### src/rtl/jtkunio_sndlatch.sv
// Sound latch between the main CPU and the sound CPU.
// The main CPU pushes bytes on the rising edge of snd_wr. The sound CPU pops them
// on the falling edge of latch_rd. irq_n stays low while any byte is pending.
// Build option: define JTKUNIO_SNDFIFO_EN for a 2^FIFO_AW-deep FIFO.
// Without it the store is a single overwrite-on-push register and FIFO_AW is ignored.
module jtkunio_sndlatch #(
    parameter int FIFO_AW = 2
) (
    input  logic       clk,
    input  logic       rst_n,
    input  logic       snd_wr,
    input  logic [7:0] snd_din,
    input  logic       latch_rd,
    input  logic       ovr_clr,
    output logic [7:0] latch_dout,
    output logic       irq_n,
    output logic [2:0] level,
    output logic       overrun
);

`ifdef JTKUNIO_SNDFIFO_EN
    localparam int DEPTH = 1 << FIFO_AW;
    localparam int LW    = FIFO_AW + 1;
`else
    // FIFO_AW is accepted for interface compatibility but has no effect here
    localparam int DEPTH = 1;
    localparam int LW    = 1 + 0 * FIFO_AW;
`endif
    localparam logic [LW-1:0] LVL_FULL = LW'(DEPTH);
    localparam logic [LW-1:0] LVL_ONE  = LW'(1);

    // Edge-detect samples and write arming
    logic          wr_q, rd_q;
    logic          arm_q, arm_d;

    // Occupancy and registered outputs
    logic [LW-1:0] level_q, level_d;
    logic [7:0]    dout_q, dout_d;
    logic          irq_n_q, irq_n_d;
    logic          ovr_q, ovr_d;

    // Per-cycle events
    logic          push_det, pop_det;
    logic          empty, full;
    logic          push_ok, pop_ok;
    logic          ovr_evt;
    logic [7:0]    head;

    // Decode bus edges into push/pop events and decide which take effect.
    // arm_q blocks a push until snd_wr has been seen low after reset.
    always_comb begin
        push_det = snd_wr & ~wr_q & arm_q;
        pop_det  = rd_q & ~latch_rd;
        empty    = (level_q == '0);
        full     = (level_q == LVL_FULL);
        pop_ok   = pop_det & ~empty;
`ifdef JTKUNIO_SNDFIFO_EN
        // A full FIFO still accepts a push if a slot frees on the same edge
        push_ok  = push_det & (~full | pop_ok);
`else
        // The single register is always overwritten
        push_ok  = push_det;
`endif
        ovr_evt  = push_det & full & ~pop_ok;
        arm_d    = arm_q | ~snd_wr;
    end

`ifdef JTKUNIO_SNDFIFO_EN
    logic [7:0]         mem_q [DEPTH];
    logic [FIFO_AW-1:0] wptr_q, wptr_d;
    logic [FIFO_AW-1:0] rptr_q, rptr_d;

    // Pointer and level next-state; pointers wrap naturally at 2^FIFO_AW
    always_comb begin
        wptr_d  = wptr_q;
        rptr_d  = rptr_q;
        level_d = level_q;
        if (push_ok) wptr_d = wptr_q + FIFO_AW'(1);
        if (pop_ok)  rptr_d = rptr_q + FIFO_AW'(1);
        if (push_ok && !pop_ok)
            level_d = level_q + LVL_ONE;
        else if (!push_ok && pop_ok)
            level_d = level_q - LVL_ONE;
        head = mem_q[rptr_q];
    end

    // FIFO pointers, cleared by reset so pending bytes are discarded
    always_ff @(posedge clk or negedge rst_n) begin
        if (!rst_n) begin
            wptr_q <= '0;
            rptr_q <= '0;
        end else begin
            wptr_q <= wptr_d;
            rptr_q <= rptr_d;
        end
    end

    // FIFO storage; contents are meaningless until written so no reset
    always_ff @(posedge clk) begin
        if (push_ok) mem_q[wptr_q] <= snd_din;
    end
`else
    logic [7:0] reg_q;

    // Single-entry occupancy: any push fills it, a pop alone empties it
    always_comb begin
        level_d = level_q;
        if (push_ok)
            level_d = LVL_ONE;
        else if (pop_ok)
            level_d = '0;
        head = reg_q;
    end

    // Single data register; overwritten on every accepted push
    always_ff @(posedge clk) begin
        if (push_ok) reg_q <= snd_din;
    end
`endif

    // Output next-state: dout tracks the head while non-empty and holds otherwise.
    // A new overrun event outranks a clear in the same cycle.
    always_comb begin
        dout_d  = empty ? dout_q : head;
        irq_n_d = empty;
        ovr_d   = ovr_q;
        if (ovr_evt)
            ovr_d = 1'b1;
        else if (ovr_clr)
            ovr_d = 1'b0;
    end

    // Control and output registers with asynchronous clear
    always_ff @(posedge clk or negedge rst_n) begin
        if (!rst_n) begin
            wr_q    <= 1'b0;
            rd_q    <= 1'b0;
            arm_q   <= 1'b0;
            level_q <= '0;
            dout_q  <= 8'h00;
            irq_n_q <= 1'b1;
            ovr_q   <= 1'b0;
        end else begin
            wr_q    <= snd_wr;
            rd_q    <= latch_rd;
            arm_q   <= arm_d;
            level_q <= level_d;
            dout_q  <= dout_d;
            irq_n_q <= irq_n_d;
            ovr_q   <= ovr_d;
        end
    end

    assign latch_dout = dout_q;
    assign irq_n      = irq_n_q;
    assign level      = 3'(level_q);
    assign overrun    = ovr_q;

endmodule

### config.mk
export PLATFORM = sky130hd
export DESIGN_NAME = jtkunio_sndlatch
export DESIGN_NICKNAME = d
export VERILOG_FILES = /design/src/rtl/jtkunio_sndlatch.sv
export SDC_FILE = /design/constraint.sdc
export NUM_CORES = 1
export LEC_CHECK = 0
export CAP_MARGIN = 15
export CORE_UTILIZATION = 40
export CTS_CLUSTER_SIZE = 16
export DETAILED_ROUTE_END_ITERATION = 8
export GPL_TIMING_DRIVEN = 0
export PLACE_DENSITY = 0.72
export SETUP_SLACK_MARGIN = 0.1
export SYNTH_ARGS = -nofsm -noshare
export SYNTH_HDL_FRONTEND = slang
export SYNTH_SLANG_ARGS = --single-unit
### constraint.sdc
create_clock -name clk -period 1.2 [get_ports clk]
set_input_delay 0.3 -clock clk [delete_from_list [all_inputs] [get_ports clk]]
set_output_delay 0.3 -clock clk [all_outputs]
set_load 0.1 [all_outputs]
==> impl_metrics.toml, run 1 <==
[grt]
busiest_layer = "met2"
grt_start_max_net_pins = 15
grt_util_all_layers_pct = 13.2
gr-total-overflow = 0
use_met3_pct = 2.78
antenna_found_initial = 0
grt_pass1_vias = 428
grt_pass1_wl_mm = 1.84
met1_usage_pct = 16.3
grtUsageMet2_pct = 21.7

[yosys]
syn_area_per_cell_um2 = 18.0
yosysUniqueCellTypes = 14
synthSimpleGateAreaFrac_pct = 2.59
synth_compound_area_share_pct = 2.76
synth-seq-cells = 22
synth_xor_area_share_pct = 0
synth_fa_ha_area_share_pct = 0
postSynthCellCount = 43
synth_top_family_by_area = "multiplexers"
ys_warn_count = 0
muxShareOfSynthArea_pct = 11.7
syn-cell-area_um2 = 772
yosysSeqAreaShare_pct = 76.7

[timing]
rsz0062_at_grt = "yes"
layout_min_cycle_time_ns = 1.41
skew_ns = 0.00260
maxSlewViolCount = 0
post-route-period-util_pct = 117
tightest_slew_ns = 0.618
setup_slack_ns = -0.205
hold_viol_final = 0
max_freq_ghz = 0.712
relSlewSlack_pct = 58.7
finalSetupViolCount = 11

[clock_tree]
htree_num_levels = 1
clockBufferDepth = 2
hold_buffers = 0
path_clk_slew_ns = 0.12
cts_buffers = 3
cts_sinks = 22
cts-root-buf = "clkbuf_4"
cts_tree = "done"
insertion_delay_ns = 0.30

[worst_setup_path]
reg2regPathDepth = 3
cp-end-kind = "output port"
setup.worst_path.start = "irq_n"
crit_type = "flip-flop to output port"
required_ns = 0.90
crit_slowest_cell = "dfstp_4"
worst_path_dominant_cell_family = "flip-flops"
rr_startpoint = "full"
max_stage_delay_ns = 0.64
reg2reg_slack_ns = 0.09
r2r_end = "latch_dout[6]"
critPathArrivalTime_ns = 1.11
crit_buf_inv = 1
startpoint_type = "flip-flop"
path_cells = "buf_12"
path_max_fanout = 1

[placed_design]
dp.cells = 92
gp_congestion = 0.700
dp_hpwl_um = 863
placed_area_um2 = 1050
pre_cts_ws_ns = -0.799
numPortBuffers = 23

[pwr]
p_per_area_nw_per_um2 = 1800
ir_drop_v = 0.00133
p_leak_uw = 0.000512

[floorplan]
rows = 15
core_area_um2 = 1760
die_y_um = 45.9
dieArea_um2 = 2110
io_pins = 26
start_util_pct = 43.8
dieWidth_um = 45.9

[layout]
area_delta_synth_final_pct = 60.8
final_area_um2 = 1240
layout-drive-gt1-share_pct = 59.2
instances_no_fill = 101
num-nets-final = 90
n_antenna_cell = 0

[hold_path]
min_from = "snd_wr"
hp-class = "input port to flip-flop"
min_path_cells = 1
worst_hold_path.endpoint = "wr_q"

[detailed_routing]
dr_total_vias = 440
first_iter_violations = 5
route.detailed.drc = 0
wire_per_inst_um = 13.8
first_pass_iters = 3
vias_per_cell = 4.36
final_antenna_net_count = 0
drt-total-wl_mm = 1.39

[run]
max-cap-violations = 0

[run_status]
violations = "setup timing"
run_status = "finished, violations left"
==> Yosys cell counts <==
| cell type | count | share of area [%] |
|---|---|---|
| dfrtp_1 | 13 | 42 |
| edfxtp_1 | 8 | 31 |
| mux2_2 | 8 | 12 |
| buf_4 | 3 | 2.9 |
| inv_1 | 2 | 0.97 |
| buf_6 | 1 | 1.5 |
| conb_1 | 1 | 0.49 |
| dfstp_2 | 1 | 3.4 |
| inv_2 | 1 | 0.49 |
| nand2b_1 | 1 | 0.81 |
| nand3b_1 | 1 | 0.97 |
| nor2b_1 | 1 | 0.81 |
| o21ai_0 | 1 | 0.65 |
| o32ai_2 | 1 | 2.1 |
==> registers in the layout, indices dropped and copies added (netlist names) <==
name / cells
overrun: 1
wr_q: 1
head: 8
irq_n: 1
arm_q: 1
full: 1
rd_q: 1
latch_dout: 8
==> where the power goes <==
part	internal (µW)	switching, µW
combinational	289	494
sequential	858	45.8
clock	337	213
total	1480	752
==> per-layer routing <==
metal	vias to the layer above	part of all wire, %
met5	-	0
met4	0	0.65
met3	2	5.7
met2	15	51
met1	216	42
li1	207	-
==> cell type report <==
type	instances	area [µm²]
Sequential cell	22	607
Clock buffer	3	22.5
Timing Repair Buffer	28	353
Tap cell	25	31.3
Inverter	3	13.8
Multi-Input combinational cell	15	143
Buffer	4	41.3
Fill cell	132	523
Clock inverter	1	30.0
==> cell families (layout without fill, tap and decap cells) <==
logic type | Yosys count | count (layout)
buf+inv | 7 | 39
mux | 8 | 8
flops | 22 | 22
other cells | 1 | 2
compound gates | 2 | 2
simple gates | 3 | 3
==> through the flow <==
stage,TNS (ns),power (µW),util (%),hold WS (ns)
detailed placement,-9.80,1550,59.6,0.456
floorplan,0,1390,-,0.00441
global placement,-9.66,1550,59.6,0.449
finish,-0.387,2240,70.4,0.269
CTS,-0.497,2170,66.0,0.263
global route,-0.712,2310,70.4,0.275
==> what timing repair did <==
| item | in CTS | in global routing |
|---|---|---|
| resized for setup | 87 | 9 |
| buffers inserted | 2 | 2 |
| setup endpoints to repair | 19 | 26 |
| pin swaps | 1 | 0 |
| gates cloned | 0 | 1 |
==> how the worst max path moves through the flow <==
stage                     slack [ns]     to  depth (start not counted)
after global routing           -0.23  irq_n                          1
after floorplan                 0.14  irq_n                          0
after detailed placement       -0.80  irq_n                          1
final                          -0.21  irq_n                          1
after global placement         -0.81  irq_n                          1
after CTS                      -0.22  irq_n                          1
==> placed cells by master, fill, tap and decap left out, types with 2 or more instances in the layout <==
cell             count
buf_8                3
buf_6                6
conb_1               2
clkdlybuf4s50_1     11
edfxtp_1             8
dfrtp_1              4
buf_12               5
mux2_2               7
dfrtp_2              9
clkbuf_4             3
buf_4                5
No activity file was read; power rests on OpenSTA's default activity.
==> inputs of run 2 (changes only) <==
--- a/config.mk
+++ b/config.mk
@@ -6,6 +6,7 @@
 export NUM_CORES = 1
 export LEC_CHECK = 0
 export CAP_MARGIN = 15
+export CORE_ASPECT_RATIO = 1.1
 export CORE_UTILIZATION = 40
 export CTS_CLUSTER_SIZE = 16
 export DETAILED_ROUTE_END_ITERATION = 8
==> impl_metrics.toml, run 2 (synthesized netlist as in run 1, its figures left out) <==
[run_status]
run_status = "finished, violations left"
violations = "DRC, setup timing"

[clock_tree]
cts-root-buf = "clkbuf_4"
path_clk_slew_ns = 0.11
cts_tree = "done"
hold_buffers = 0
cts_sinks = 22
insertion_delay_ns = 0.30
cts_buffers = 3
clockBufferDepth = 2
htree_num_levels = 1

[worst_setup_path]
cp-end-kind = "output port"
path_max_fanout = 1
crit_type = "flip-flop to output port"
crit_buf_inv = 1
rr_startpoint = "wr_q"
setup.worst_path.start = "irq_n"
reg2reg_slack_ns = 0.12
required_ns = 0.90
startpoint_type = "flip-flop"
path_cells = "buf_12"
critPathArrivalTime_ns = 1.12
worst_path_dominant_cell_family = "flip-flops"
crit_slowest_cell = "dfstp_4"
max_stage_delay_ns = 0.64

[detailed_routing]
vias_per_cell = 4.84
wire_per_inst_um = 14.3
final_antenna_net_count = 0
route.detailed.drc = 2
first_iter_violations = 4
dr_total_vias = 436
first_pass_iters = 5
drt-total-wl_mm = 1.29

[pwr]
p_per_area_nw_per_um2 = 1710
p_leak_uw = 0.000471
p_total_uw = 1990
ir_drop_v = 0.000969

[timing]
setup_slack_ns = -0.216
max_freq_ghz = 0.706
layout_min_cycle_time_ns = 1.42
tns_ns = -0.419
post-route-period-util_pct = 118
skew_ns = 0.00188
relSlewSlack_pct = 54.6
hold_viol_final = 0
rsz0062_at_grt = "yes"
maxSlewViolCount = 0
finalSetupViolCount = 11
tightest_slew_ns = 0.680

[placed_design]
numPortBuffers = 23
dp.cells = 85
dp_hpwl_um = 839
gp_congestion = 0.669

[layout]
n_antenna_cell = 0
layout-drive-gt1-share_pct = 55.6
num-nets-final = 86
area_delta_synth_final_pct = 51.1
final_cell_mix = "clkdlybuf4s50_1 (11), dfrtp_2 (9), mux2_2 (8), edfxtp_1 (8), buf_12 (8)"
final_common_cell = "clkdlybuf4s50_1"
instances_no_fill = 90

[floorplan]
io_pins = 26
start_util_pct = 42.8
die_y_um = 48.1
rows = 16
core_area_um2 = 1800
dieWidth_um = 43.9
dieArea_um2 = 2110

[grt]
grt_start_max_net_pins = 15
gr-total-overflow = 0
antenna_found_initial = 0
grt_pass1_wl_mm = 2.00
grt_util_all_layers_pct = 14.4
grt_pass1_vias = 389

[run]
max-cap-violations = 0

[hold_path]
hp-class = "input port to flip-flop"
min_from = "snd_wr"
[run 2: cell types whose count changed in the layout (fill, tap and decap cells not counted), sizes merged]
cell,previous run,this run
bufinv,1,0
buf,19,16
[run 2: layout make-up]
| cell class | count | area (µm²) |
|---|---|---|
| timing repair buffer | 24 | 320 |
| sequential | 22 | 607 |
| clock buffer | 4 | 26.3 |
| fill | 139 | 636 |
| multi-input combinational | 15 | 139 |
| tap | 18 | 22.5 |
| buffer | 4 | 37.5 |
| inverter | 3 | 13.8 |
[run 2: where the power goes]
part	total [µW]	switching, µW	leakage (µW)	internal (µW)
Combinational	745	480	0.000230	265
Sequential	907	48.9	0.000226	859
Clock	341	211	0.0000150	130
Total	1990	740	0.000471	1250
[run 2: through the flow]
stage / setup slack [ns] / hold WS, ns / cell area [µm²] / utilization (%)
after detailed placement: -0.812 / 0.453 / 1040 / 57.9
after floorplan: 0.140 / 0.00441 / 791 / -
final: -0.216 / 0.274 / 1170 / 64.7
after global routing: -0.250 / 0.274 / 1170 / 64.7
after global placement: -0.804 / 0.449 / 1040 / 57.9
after CTS: -0.216 / 0.277 / 1130 / 62.8
[run 2: repair_timing]
item | 4_1_cts | 5_1_grt
setup buffers | 1 | 0
cloned | 0 | 0
pin swaps | 1 | 1
resized for setup | 89 | 8
setup endpoints to repair | 19 | 20
[run 2: routing by layer]
metal | part of all wire, % | GRT usage [%] | vias to the layer above
met2 | 49 | 20.9 | 18
met4 | 3.6 | 10.9 | 0
li1 | - | - | 203
met3 | 6.0 | 4.15 | 4
met5 | 0 | 0 | -
met1 | 41 | 18.5 | 211
[run 2: path summary, 6_finish.rpt]
kind | cells past startpoint | end
min | 1 | wr_q
max in group asynchronous | 1 | overrun
max reg2reg | 2 | head[5]
min in group asynchronous | 1 | latch_dout[1]
min reg2reg | 1 | arm_q
max | 1 | irq_n
==> inputs of run 3 (changes only) <==
--- a/config.mk
+++ b/config.mk
@@ -7,11 +7,11 @@
 export LEC_CHECK = 0
 export CAP_MARGIN = 15
 export CORE_ASPECT_RATIO = 1.1
-export CORE_UTILIZATION = 40
+export CORE_UTILIZATION = 43
 export CTS_CLUSTER_SIZE = 16
 export DETAILED_ROUTE_END_ITERATION = 8
 export GPL_TIMING_DRIVEN = 0
-export PLACE_DENSITY = 0.72
+export PLACE_DENSITY = 0.76
 export SETUP_SLACK_MARGIN = 0.1
 export SYNTH_ARGS = -nofsm -noshare
 export SYNTH_HDL_FRONTEND = slang
==> constraint.sdc (replaced) <==
create_clock -name clk -period 1.2 [get_ports clk]
set_input_delay 0.36 -clock clk [delete_from_list [all_inputs] [get_ports clk]]
set_output_delay 0.36 -clock clk [all_outputs]
set_load 0.1 [all_outputs]
==> impl_metrics.toml, run 3 (synthesized netlist as in run 1, its figures left out) <==
[run_status]
run_status = "finished, violations left"
violations = "setup timing"

[timing]
skew_ns = 0.00732
post-route-period-util_pct = 122
hold_viol_final = 0
tightest_slew_ns = 0.631
max_freq_ghz = 0.682
rsz0062_at_grt = "yes"
finalSetupViolCount = 11
maxSlewViolCount = 0
hold_ws_ns = 0.346
relSlewSlack_pct = 57.8
setup_slack_ns = -0.266
layout_min_cycle_time_ns = 1.47

[clock_tree]
cts_sinks = 22
htree_num_levels = 1
clockBufferDepth = 2
cts-root-buf = "clkbuf_4"
path_clk_slew_ns = 0.12
cts_tree = "done"
insertion_delay_ns = 0.30
cts_buffers = 3

[worst_setup_path]
path_max_fanout = 1
startpoint_type = "flip-flop"
crit_buf_inv = 1
cp-end-kind = "output port"
critPathArrivalTime_ns = 1.11
path_cells = "buf_12"
worst_path_dominant_cell_family = "flip-flops"
crit_type = "flip-flop to output port"
required_ns = 0.84
max_stage_delay_ns = 0.64
crit_slowest_cell = "dfstp_4"

[grt]
antenna_found_initial = 0
grt_start_max_net_pins = 15
grt_util_all_layers_pct = 14.3
grt_pass1_wl_mm = 1.90
gr-total-overflow = 0
grt_pass1_vias = 406

[detailed_routing]
route.detailed.drc = 0
dr_total_vias = 433
vias_per_cell = 4.81
first_pass_iters = 3
final_antenna_net_count = 0
wire_per_inst_um = 16.0
drt-total-wl_mm = 1.44
first_iter_violations = 4

[pwr]
p_int_uw = 1360
ir_drop_v = 0.000957
p_sw_share_pct = 35.6
p_sw_uw = 753
p_per_area_nw_per_um2 = 1700
p_seq_share_pct = 43.3
p_total_uw = 2110
clkPwrFrac_pct = 18.4
p_leak_uw = 0.000527
combPwrFrac_pct = 38.3

[floorplan]
start_util_pct = 47.3
core_area_um2 = 1630
io_pins = 26
rows = 15
dieWidth_um = 42.4
dieArea_um2 = 1970
die_y_um = 46.4

[layout]
n_antenna_cell = 0
layout-drive-gt1-share_pct = 57.5
num-nets-final = 87
final_common_cell = "clkdlybuf4s50_1"
final_cell_mix = "clkdlybuf4s50_1 (11), dfrtp_2 (9), buf_12 (9)"
final_util_pct = 76.1
fillers = 98
instances_no_fill = 90
area_delta_synth_final_pct = 60.9

[run]
max-cap-violations = 0

[placed_design]
gp_congestion = 0.651
numPortBuffers = 23
dp.cells = 84
dp_hpwl_um = 802
pre_cts_ws_ns = -0.865

[hold_path]
hp-class = "input port to flip-flop"
[run 3: worst register-to-register path, stage by stage, from the launching register on]
cell,delay (ns)
dfrtp_1,0.41
buf_6,0.13
clkbuf_16,0.13
mux2_2,0.32
[run 3: metal layers]
layer  vias up  part of all wire, %  GRT usage (%)
met3         2                  3.8           2.75
li1        201                    -              -
met4         0                 0.70           9.38
met5         -                    0              0
met1       215                   41           17.6
met2        15                   54           23.4
[run 3: path summary, 6_finish.rpt]
| check | endpoint | start | slack, ns | cells after the start |
|---|---|---|---|---|
| min in group asynchronous | full | rst_n | 0.44 | 1 |
| worst min register to register | latch_dout[7] | head[7] | 0.49 | 1 |
| worst min-delay path | wr_q | snd_wr | 0.35 | 1 |
| worst max-delay path | irq_n | irq_n | -0.27 | 1 |
| max in group asynchronous | latch_dout[3] | rst_n | 0.31 | 1 |
| worst max register to register | latch_dout[0] | full | 0.09 | 3 |
[run 3: power by group through the flow]
stage               registers [µW]  clock network [µW]  logic [µW]
global placement               897                   0         646
CTS                            900                 396         711
detailed placement             901                   0         650
global route                   924                 421         830
finish                         916                 388         810
floorplan                     1240                   0         147
[run 3: stage by stage]
stage | TNS (ns) | instance area, µm²
6_report | -1.06 | 1240
5_1_grt | -1.38 | 1240
4_1_cts | -1.05 | 1140
3_5_place_dp | -11.50 | 1040
3_3_place_gp | -11.16 | 1040
2_1_floorplan | 0 | 791
[run 3: layout make-up]
type                       instances  area, µm²  area share (%)
tap                               17       21.3            1.71
multi-input combinational         15        165            13.3
clock buffer                       4       36.3            2.92
sequential                        22        607            48.8
timing repair buffer              25        358            28.8
buffer                             4       41.3            3.32
inverter                           3       13.8            1.11
[run 3: what timing repair did]
action,CTS,global route
setup endpoints to repair,19,20
resized for setup,89,19
hold buffers,0,0
gates cloned,0,1
buffers inserted,1,0
pin swaps,1,1
==> edit 1: new RTL, settings of run 3 <==
Take the reset off `dout_q` and load it in a clocked block of its own.
--- a/src/rtl/jtkunio_sndlatch.sv
+++ b/src/rtl/jtkunio_sndlatch.sv
@@ -139,3 +139,2 @@
             level_q <= '0;
-            dout_q  <= 8'h00;
             irq_n_q <= 1'b1;
@@ -147,3 +146,2 @@
             level_q <= level_d;
-            dout_q  <= dout_d;
             irq_n_q <= irq_n_d;
@@ -151,2 +149,6 @@
         end
+    end
+
+    always_ff @(posedge clk) begin
+        dout_q <= dout_d;
     end
Function: differs if rst_n is asserted again (counterexample within 4 cycles, from zero or initial values and one cycle with rst_n low); with rst_n held inactive, the same outputs for 10 cycles.
==> edit 1 against run 3 <==
  * The run still ends with negative setup slack left
  * Area after synthesis shrank 6.0%
  * Global-route usage shrank 1.6 points
  * Non-clock buffer count shrank 2
  * Setup slack gained 0.0040 ns
  * Sequential cell count is the same
  * Count of clock-buffer cells in the layout shrank 1
  * Wire length shrank 33%
  * Utilization shrank 8.4 points
  * Final area shrank 14%
  * First-iteration DRC count shrank 75%
  * Synthesized cell count shrank 21%
  * Power shrank 19%
  * Critical path type unchanged
  * Critical endpoint unchanged
  * Largest cell class unchanged
  * Highest routed layer is now met3
==> edit 1: results (changes against run 3) <==
{| class="wikitable"
! Metric !! Value
|-
| Number of enable flip-flop cells after synthesis || 16 (+8)
|-
| H-tree levels || 1 (unchanged)
|-
| Final Skew || 0.004037 ns (-0.003279 ns)
|-
| Number of distinct library cells after synthesis || 11 (-3)
|-
| Worst-skew pair later-pin latency || 0.29 ns
|-
| Largest fanout on the critical path || 1 (unchanged)
|-
| Worst setup slack after layout || -0.2618 ns (+0.003953 ns)
|-
| Pleak || 0.4144 nW (-21%)
|-
| First DRT Iteration DRCs || 1 (-3)
|-
| Pre-antenna DRT Iters || 2 (-1)
|-
| Sequential area share after synthesis || 87.07% (+10 points)
|-
| Final-layout setup total negative slack || -0.8844 ns (+0.1757 ns)
|-
| Global-route wire length before repair || 1.435 mm (-25%)
|-
| Arrival @ worst endpoint || about 1.1 ns
|-
| All-layer global routing usage || 12.71% (-1.6 points)
|-
| Final-layout fill cell count || 126 (+29%)
|-
| Hold Path Class || in2async
|-
| Placed cell count || 75 (-11%)
|-
| Net Sw Power || 0.5562 mW (-26%)
|-
| Vias in the first global route || 333 (-18%)
|-
| Count of non-filler cells in the finished layout || 80 (-11%)
|-
| Final setup violation count || 11 (unchanged)
|-
| Number of buffers added by the clock tree synthesis step || 3 (unchanged)
|-
| Violated checks || negative setup slack
|-
| Nets || 77 (-11%)
|-
| CTS clk-pin slew, worst paths || 0.11 ns
|-
| Detailed-route wire length || 955 µm (-33%)
|-
| Gate Count Post-Synth || 34 (-21%)
|-
| Maximum resistive drop on vdd || 0.9090 mV (-5.1%)
|-
| Maximum number of pins on one net before global-route repair || 13 (-2)
|-
| Largest buffer count on any clock path || 2 (unchanged)
|-
| Layout cells sized above 1 || 39.68% (-18 points)
|-
| Via Count || 359 (-17%)
|-
| Slowest cell on crit path || sky130_fd_sc_hd__dfstp_4
|-
| Top cells by area in the synthesized netlist || sky130_fd_sc_hd__edfxtp_1, sky130_fd_sc_hd__dfrtp_1, sky130_fd_sc_hd__dfstp_2
|-
| Number of buffer cells added on primary ports || 23 (unchanged)
|-
| GPL Wtd Cong || 0.5989 (-8.0%)
|-
| Placed instance area || 991.0 µm² (-4.9%)
|-
| Share of synthesized registers carrying an async set or reset || 27.27% (-36 points)
|-
| Root buffer selected by CTS || sky130_fd_sc_hd__clkbuf_4
|-
| Synth cell count leaders || sky130_fd_sc_hd__edfxtp_1, sky130_fd_sc_hd__dfrtp_1, sky130_fd_sc_hd__buf_4, sky130_fd_sc_hd__inv_1
|-
| Result of the run || complete, but fails checks
|}
==> edit 1: what timing repair did <==
item | CTS | global route
resized for setup | 83 | 2
setup endpoints to repair | 19 | 11
setup buffers | 1 | 0
==> edit 1: cell families after synthesis <==
kind of cell / synth area share (%)
DFF: 87.07
buffers and inverters: 4.655
and+or+nand+nor: 4.828
AOI/OAI and AO/OA: 2.931
other: 0.5167
==> edit 1: layout make-up <==
type | instances | area (µm²) | share of cell area [%]
clock buffer | 3 | 22.52 | 2.110
inverter | 3 | 15.01 | 1.407
multi-input combinational | 7 | 63.81 | 5.979
buffer | 3 | 26.28 | 2.462
clock inverter | 1 | 3.754 | 0.3517
tap | 17 | 21.27 | 1.993
timing repair buffer | 24 | 276.5 | 25.91
sequential | 22 | 638.1 | 59.79
==> edit 1: metal layers <==
layer | track usage (%) | share of wire [%] | vias up
met3 | 3.448 | 7.0 | 0
li1 | - | - | 174
met5 | 0 | 0 | -
met4 | 7.742 | 0 | 0
met2 | 18.44 | 53 | 23
met1 | 16.84 | 40 | 162
==> edit 1: through the flow <==
step           worst slack [ns]  hold slack [ns]  power (mW)
3_3_place_gp            -0.8710           0.4073       1.344
5_1_grt                 -0.2979           0.2886       1.773
2_1_floorplan          -0.06402          0.06441       1.236
6_report                -0.2618           0.2840       1.705
3_5_place_dp            -0.8748           0.4045       1.352
4_1_cts                 -0.2694           0.2902       1.709
==> edit 1: final timing paths <==
path	slack, ns	cells past startpoint	end	start
setup / recovery	-0.26	1	irq_n	irq_n$_DFF_PN1_
min in group clk	0.39	1	wr_q$_DFF_PN0_	snd_wr
hold reg to reg	0.43	0	latch_dout[6]$_DFFE_PP_	head[6]$_DFFE_PP_
hold / removal	0.28	1	overrun$_DFFE_PN0P_	rst_n
setup reg to reg	0.19	2	head[2]$_DFFE_PP_	wr_q$_DFF_PN0_
max in group asynchronous	0.65	1	irq_n$_DFF_PN1_	rst_n
==> edit 1: power groups by stage <==
| stage | Combinational [mW] | Clock, mW | Sequential [mW] |
|---|---|---|---|
| 2_1_floorplan | 0.0921 | 0 | 1.14 |
| 3_3_place_gp | 0.424 | 0 | 0.921 |
| 3_5_place_dp | 0.427 | 0 | 0.925 |
| 4_1_cts | 0.473 | 0.330 | 0.905 |
| 5_1_grt | 0.493 | 0.369 | 0.911 |
| 6_report | 0.477 | 0.323 | 0.905 |
==> edit 2: new RTL, settings of run 3 <==
Made on the original files. The option `JTKUNIO_SNDFIFO_EN` is turned on by a define.
--- a/src/rtl/jtkunio_sndlatch.sv
+++ b/src/rtl/jtkunio_sndlatch.sv
@@ -5,2 +5,4 @@
 // Without it the store is a single overwrite-on-push register and FIFO_AW is ignored.
+`define JTKUNIO_SNDFIFO_EN
+
 module jtkunio_sndlatch #(
Check against the original RTL: not equivalent (a bounded check fails within 10 cycles, from zero or initial values and one cycle with rst_n low).
==> edit 2 against run 3 <==
  * Utilization shrank 9.9 points
  * Power grew to 4.1 times the old value
  * Critical path type is now reg2reg
  * Setup slack got worse by 0.56 ns
  * Area after synthesis grew to 2.6 times the old value
  * Final area rose by 140%
  * Clock power grew to 3.1 times the old value
  * Synthesized cell count rose by 140%
  * Combinational power grew to 5.8 times the old value
  * Largest power group is now combinational cells
  * The run still ends with negative setup slack left
  * Wire length increased to 2.9 times the old value
  * Critical endpoint is now level[2]$_DFFE_PN0P_
  * Sequential cell count grew 30
  * Via count rose to 2.6 times the old value
==> edit 2: results (changes against run 3) <==
{| class="wikitable"
! Metric !! Value
|-
| Worst setup EP type || flip-flop
|-
| Met2 wire length || 2.247 mm (+190%)
|-
| Detailed route wirelength on metal3 || 207 µm (+280%)
|-
| Violated checks || negative setup slack
|-
| GPL Wtd Cong || 0.6849 (+5.2%)
|-
| Fraction of the mapped netlist area in adder cells || 4.069% (+4.1 points)
|-
| Pre-antenna DRT Iters || 4 (+1)
|-
| Top cells by area in the synthesized netlist || sky130_fd_sc_hd__edfxtp_1, sky130_fd_sc_hd__dfrtp_1, sky130_fd_sc_hd__mux4_2
|-
| Final-layout fill cell count || 274 (+180%)
|-
| Via count normalized by instance count || 5.310 (+10%)
|-
| H-tree levels || 2 (+1)
|-
| Global-route track usage on met3 || 5.828% (+3.1 points)
|-
| First DRT Iteration DRCs || 87 (+83)
|-
| Leading register cell type out of synthesis || sky130_fd_sc_hd__edfxtp_1
|-
| Crit Reg-Reg Endpoint || level[2]$_DFFE_PN0P_
|-
| Worst reg-to-reg path cell count || 8 (+5)
|-
| Worst setup slack after layout || -0.8243 ns (-0.5586 ns)
|-
| Reg2Reg Launch Point || level[2]$_DFFE_PN0P_
|-
| Power share of the sequential group || 32.2% (-11 points)
|-
| Count of clock-net buffers in the final layout || 6 (+2)
|-
| Maximum resistive drop on vdd || 1.045 mV (+9.1%)
|-
| Result of the run || complete, but fails checks
|-
| Met2 GRT Util || 28.38% (+5.0 points)
|-
| Xor/xnor share of the synthesized area || 2.589% (+2.6 points)
|-
| Vias in the first global route || 1115 (+170%)
|-
| Gate Count Post-Synth || 104 (+140%)
|-
| Final setup violation count || 61 (+50)
|-
| All-layer global routing usage || 16.68% (+2.4 points)
|-
| Clk network pwr share || 14.0% (-4.4 points)
|-
| Footprint of the flip-flops and latches || 0.001489 mm² (+150%)
|-
| Placed instance area || 0.002431 mm² (+130%)
|-
| Resized cells post-CTS || 121 (+36%)
|-
| Clock network contribution to total cell area || 3.983% (+1.1 points)
|}
[edit 2: changes by cell type after synthesis, moves of 2 or more]
cell / delta
sky130_fd_sc_hd__edfxtp_1: +24
sky130_fd_sc_hd__mux4_2: +8
sky130_fd_sc_hd__dfrtp_1: +6
sky130_fd_sc_hd__ha_1: +5
sky130_fd_sc_hd__and2_1: +4
sky130_fd_sc_hd__buf_4: -3
sky130_fd_sc_hd__xnor2_1: +3
sky130_fd_sc_hd__xor2_1: +3
sky130_fd_sc_hd__inv_1: +2
sky130_fd_sc_hd__mux2_2: +2
sky130_fd_sc_hd__nor2_1: +2
[edit 2: critical path, delay by kind of cell (launching register included)]
family	cells	cell delay, ns
AOI/OAI and AO/OA	1	0.19
xor gates and xnor gates	2	0.37
adders and majority gates	2	0.50
buffers and inverters	2	0.20
DFF	1	0.51
and+or+nand+nor	1	0.16
